--- src/rtl/shift_sequencer.sv ---
// Multi-cycle variable shifter (SLL/SRL/SRA/ROTR) for the CPU datapath.
// Iterates a shift-by-2 step, with one final shift-by-1 for odd amounts.
module shift_sequencer #(
  parameter int unsigned WIDTH   = 32,
  parameter int unsigned SHAMT_W = 5
) (
  input  logic               clk_i,
  input  logic               rst_i,
  input  logic               start_i,
  input  logic [1:0]         op_i,
  input  logic [SHAMT_W-1:0] shamt_i,
  input  logic [WIDTH-1:0]   data_i,
  input  logic               flush_i,
  output logic               busy_o,
  output logic               done_o,
  output logic [WIDTH-1:0]   result_o
);

  localparam logic [1:0] OP_SLL  = 2'b00;
  localparam logic [1:0] OP_SRL  = 2'b01;
  localparam logic [1:0] OP_SRA  = 2'b10;
  localparam logic [1:0] OP_ROTR = 2'b11;

  typedef enum logic [1:0] {
    IDLE  = 2'b00,
    SHIFT = 2'b01,
    DONE  = 2'b10
  } state_t;

  state_t             state_q, state_d;
  logic [WIDTH-1:0]   work_d;
  logic [WIDTH-1:0]   step_c;
  logic [SHAMT_W-1:0] count_q, count_d;
  logic [1:0]         op_q, op_d;

  // One shift step: by 1 when only one position remains, else by 2
  always_comb begin
    step_c = result_o;
    if (count_q == SHAMT_W'(1)) begin
      case (op_q)
        OP_SLL:  step_c = {result_o[WIDTH-2:0], 1'b0};
        OP_SRL:  step_c = {1'b0, result_o[WIDTH-1:1]};
        OP_SRA:  step_c = {result_o[WIDTH-1], result_o[WIDTH-1:1]};
        OP_ROTR: step_c = {result_o[0], result_o[WIDTH-1:1]};
        default: step_c = result_o;
      endcase
    end else begin
      case (op_q)
        OP_SLL:  step_c = {result_o[WIDTH-3:0], 2'b00};
        OP_SRL:  step_c = {2'b00, result_o[WIDTH-1:2]};
        OP_SRA:  step_c = {{2{result_o[WIDTH-1]}}, result_o[WIDTH-1:2]};
        OP_ROTR: step_c = {result_o[1:0], result_o[WIDTH-1:2]};
        default: step_c = result_o;
      endcase
    end
  end

  // Next-state and datapath update; flush overrides everything but reset
  always_comb begin
    state_d = state_q;
    work_d  = result_o;
    count_d = count_q;
    op_d    = op_q;
    if (flush_i) begin
      state_d = IDLE;
    end else begin
      case (state_q)
        IDLE, DONE: begin
          state_d = IDLE;
          if (start_i) begin
            work_d  = data_i;
            op_d    = op_i;
            count_d = shamt_i;
            state_d = (shamt_i == '0) ? DONE : SHIFT;
          end
        end
        SHIFT: begin
          work_d  = step_c;
          count_d = (count_q >= SHAMT_W'(2)) ? (count_q - SHAMT_W'(2)) : '0;
          state_d = (count_d == '0) ? DONE : SHIFT;
        end
        default: state_d = IDLE;
      endcase
    end
  end

  // Registers; busy/done are decoded from the next state so they are flops
  always_ff @(posedge clk_i or negedge rst_i) begin
    if (!rst_i) begin
      state_q  <= IDLE;
      result_o <= '0;
      count_q  <= '0;
      op_q     <= '0;
      busy_o   <= 1'b0;
      done_o   <= 1'b0;
    end else begin
      state_q  <= state_d;
      result_o <= work_d;
      count_q  <= count_d;
      op_q     <= op_d;
      busy_o   <= (state_d == SHIFT);
      done_o   <= (state_d == DONE);
    end
  end

endmodule

--- config.mk ---
export PLATFORM = sky130hd
export DESIGN_NAME = shift_sequencer
export DESIGN_NICKNAME = d
export VERILOG_FILES = /design/src/rtl/shift_sequencer.sv
export SDC_FILE = /design/constraint.sdc
export NUM_CORES = 1
export LEC_CHECK = 0
export BUFFER_PORTS_ARGS = -buffer_cell sky130_fd_sc_hd__buf_2
export CORE_MARGIN = 8
export CORE_UTILIZATION = 48
export DETAILED_ROUTE_END_ITERATION = 8
export PLACE_DENSITY_LB_ADDON = 0.12
export SLEW_MARGIN = 20
export SYNTH_ARGS = -nofsm -noshare
export SYNTH_HDL_FRONTEND = slang
export SYNTH_SLANG_ARGS = --single-unit
--- constraint.sdc ---
create_clock -name clk_i -period 2.17 [get_ports clk_i]
set_input_delay 0.3255 -clock clk_i [delete_from_list [all_inputs] [get_ports clk_i]]
set_output_delay 0.3255 -clock clk_i [all_outputs]
set_load 0.05 [all_outputs]
==> flow_results.org <==
** Status
- The flow ran to the end, but the final reports show violations.
- The checks that failed: negative hold slack.

** Critical path
- By startpoint and endpoint, the worst setup path is classified as reg2reg.
- The largest individual stage delay along the critical path comes from the cell sky130_fd_sc_hd__or4_4.
- Worst Setup Start Kind :: flop
- The setup check on the worst reg-to-reg path leaves a slack of just under 0.07 ns.
- CP Data Required Time :: about 2.4 ns
- Maximum single-stage delay on the critical path :: approximately 0.58 ns
- Of all nets on the critical path, the largest fanout is 8.
- STA puts the critical path data arrival time at approximately 2.3 ns.
- Cell Chain, Critical Path :: or4_4 > nor2_8 > buf_4 > mux4_1 > a21oi_1
- Endpoint type of the worst setup path :: flop

** Route
- Post-detailed-route DRC marker count :: 0
- Wires add up to 10000 µm.
- Number of vias after detailed routing :: between 3000 and 4000
- Starting DRC count in detailed routing :: 270
- Using the TritonRoute via totals, the vias-per-cell ratio works out to around 6.5.
- The first detailed-routing pass took 5 iterations.
- Once detail routing completed, the nets flagged for antenna violations numbered 0.
- Dividing the detail-routed wire length by the instance count gives 21.0 µm.

** STA
- Setup Viol. Count Final :: 0
- Based on the critical path, the design can be clocked at up to 0.476 GHz.
- The max-slew violation count is 0.
- Unrepaired setup endpoints after global routing :: no
- Measured against its own limit, the worst slew margin works out to ~51%.
- Minimum hold slack :: -0.0133 ns
- Summed negative setup slack over all endpoints :: 0 ns
- Worst-case clock skew :: around 0.0048 ns
- Post-route fraction of the period consumed by the critical path :: between 90% and 100%
- Final critical-path required period :: roughly 2.1 ns
- The hold violation total from the final report was 12.
- Worst slew pin tran :: approximately 0.74 ns

** CTS
- TritonCTS built the clock tree.
- In this run the post-CTS setup repair buffer count came out at 0.
- Clock net sink count :: between 40 and 50
- Count of H-tree levels built during CTS :: 2
- Number of clock buffers inserted by TritonCTS :: 5
- CTS Root Buffer Type :: sky130_fd_sc_hd__clkbuf_8
- Clock-pin slew of the registers on the worst-case setup and hold paths :: roughly 0.09 ns
- At the later pin of the worst-skew pair, clock insertion delay measures 0.30 ns.
- Max clock buf depth :: 2

** Synthesis
- Mapped Avg Cell Area :: 9.21 µm²
- During synthesis, Yosys emitted a total of 0 warnings.
- Counting instances in the post-synthesis netlist gives the leading cell types as sky130_fd_sc_hd__dfrtp_1, sky130_fd_sc_hd__a211oi_1, sky130_fd_sc_hd__a21oi_1, sky130_fd_sc_hd__clkbuf_1, sky130_fd_sc_hd__nand2_1.
- The synthesized netlist occupies a cell area of 2930 µm².
- The number of nets handed over by synthesis was around 360.
- Fraction of the yosys area taken by sequential cells :: a little under two fifths
- Post-synth ARST share :: 100%
- Flip-flop and latch count after synthesis :: between 40 and 50
- Dominant cell type by area after synthesis :: sky130_fd_sc_hd__dfrtp_1
- Synth top area share :: about 37%
- Sorting the synthesized cells by area gives the leading types as sky130_fd_sc_hd__dfrtp_1, sky130_fd_sc_hd__a211oi_1, sky130_fd_sc_hd__o22ai_1.
- Most common cell in the netlist :: sky130_fd_sc_hd__dfrtp_1
- Post-synth EDFFs :: 0
- Post-synth top flop :: sky130_fd_sc_hd__dfrtp_1
- Synthesis produced around 320 cells.
- Yosys cell types :: 56

** GRT
- The number of antenna violations at the first check in global routing came to 0.
- Maximum number of pins on one net before global-route repair :: 44
- After global routing the overflow that remains totals 0.
- The number of global-route vias before repair came to approximately 3100.
- Across every metal layer, demand over resource in global routing totals between 20% and 30%.
- Global-route wire length before repair :: approximately 16000 µm

** Layout
- In the final layout, the share of cells above drive strength 1 is roughly a third.
- After the last flow step, the layout net total stands at roughly 450.
- Compared with the post-synthesis result, the final layout area differs by 23.8%.
- 0 antenna diodes ended up in the layout.

** Die
- The die covers around 8900 µm².
- Row generation in the floorplan step produced 28 rows.
- Floorplan die height :: roughly 94 µm
- Once the floorplan was initialized, standard cells occupied approximately half of the core.
- Number of top-level pins :: 77
- The die is about 94 µm wide.
- The core region is 5920 µm².

** Power
- Power spread over the standard cell area amounts to roughly 1600 nW/µm².
- For this design the static power due to leakage is roughly 0.0016 µW.
- Across the VDD grid, the largest voltage drop is roughly 0.001 V.

** Placement
- Post-detail-place hpwl :: a little over 7000 µm
- At the end of routability-driven placement, the weighted congestion stood at a little under 0.9.
- IO Port Bufs :: 76

** Worst hold path
- Hold Crit Class :: in2async

** Job
- # Max-Cap Violations :: 0
-- registers in the layout (all words and copies together) (netlist names) --
signal,cells
state_q,2
count_q,5
result_o,32
op_q,2
busy_o,1
done_o,1
-- worst max-delay path, delay by kind of cell (launching register included) --
kind	cells	cell delay, ns
flops	1	0.39
buf+inv	1	0.19
simple gates	2	0.76
compound gates	1	0.15
mux	1	0.55
-- through the flow --
stage               cells  util (%)  worst slack, ns  power, µW  instance area (µm²)
finish                479      61.2           0.0675       5780                 3620
global route          479      61.2           0.0122       6090                 3620
CTS                   479      61.2           0.0771       5760                 3620
detailed placement    471      59.2         -0.00469       5080                 3500
global placement      471      59.2           0.0175       5030                 3500
floorplan             318         -           0.0456       4040                 2930
-- final cells by class --
class,count,area [µm²]
clock buffer,6,82.6
clock inverter,2,35.0
fill,537,2300
inverter,11,41.3
multi-input combinational,237,1690
sequential,43,1080
tap,75,93.8
timing repair buffer,105,611
-- timing repair --
| action | 4_1_cts | 5_1_grt |
|---|---|---|
| endpoints found under the setup margin | 1 | 0 |
| hold buffers | 0 | 0 |
| resized for setup | 1 | 0 |
-- kinds of logic after synthesis --
group                      after synthesis  share of synthesized area (%)
muxes                                   17                           9.02
DFF                                     43                           36.8
and+or+nand+nor                         91                           17.7
AOI/OAI and AO/OA                      128                           30.2
adders and majority gates                1                          0.427
buffers and inverters                   38                           5.94
-- cell usage in the layout (no fill, tap or decap), types with 5 or more instances in the layout --
cell type                  instances
sky130_fd_sc_hd__buf_4            28
sky130_fd_sc_hd__dfrtp_1          43
sky130_fd_sc_hd__o21ai_0          15
sky130_fd_sc_hd__mux2i_1           8
sky130_fd_sc_hd__o21a_1            6
sky130_fd_sc_hd__nor2_1           13
sky130_fd_sc_hd__buf_2            76
sky130_fd_sc_hd__nand3_1           5
sky130_fd_sc_hd__a21oi_1          20
sky130_fd_sc_hd__clkbuf_8          6
sky130_fd_sc_hd__o22ai_1          18
sky130_fd_sc_hd__inv_1            11
sky130_fd_sc_hd__a211oi_1         25
sky130_fd_sc_hd__nor3_1           16
sky130_fd_sc_hd__nand2_1          19
sky130_fd_sc_hd__and3_1           10
-- power breakdown --
group / switching, µW / total (µW) / internal [µW]
registers: 520 / 1680 / 1160
clock network: 295 / 668 / 373
logic: 2300 / 3430 / 1140
-- routing by layer --
layer / routed length, µm / vias to the layer above / global-route usage, %
met5: 0 / - / 0
met3: 900 / 17 / 5.60
li1: - / 1418 / -
met1: 4310 / 1517 / 30.8
met2: 4640 / 164 / 35.1
met4: 182 / 0 / 7.93
-- worst paths after layout --
path	startpoint	end	depth (start not counted)
setup / recovery	count_q[2]	result_o[25]	5
hold / removal	rst_i	count_q[1]	2
setup reg to reg	count_q[2]	result_o[25]	5
hold reg to reg	result_o[21]	result_o[21]	1
max in group asynchronous	rst_i	result_o[28]	2
min in group clk_i	op_i[0]	op_q[0]	2
(Power assumes the default switching activity.)
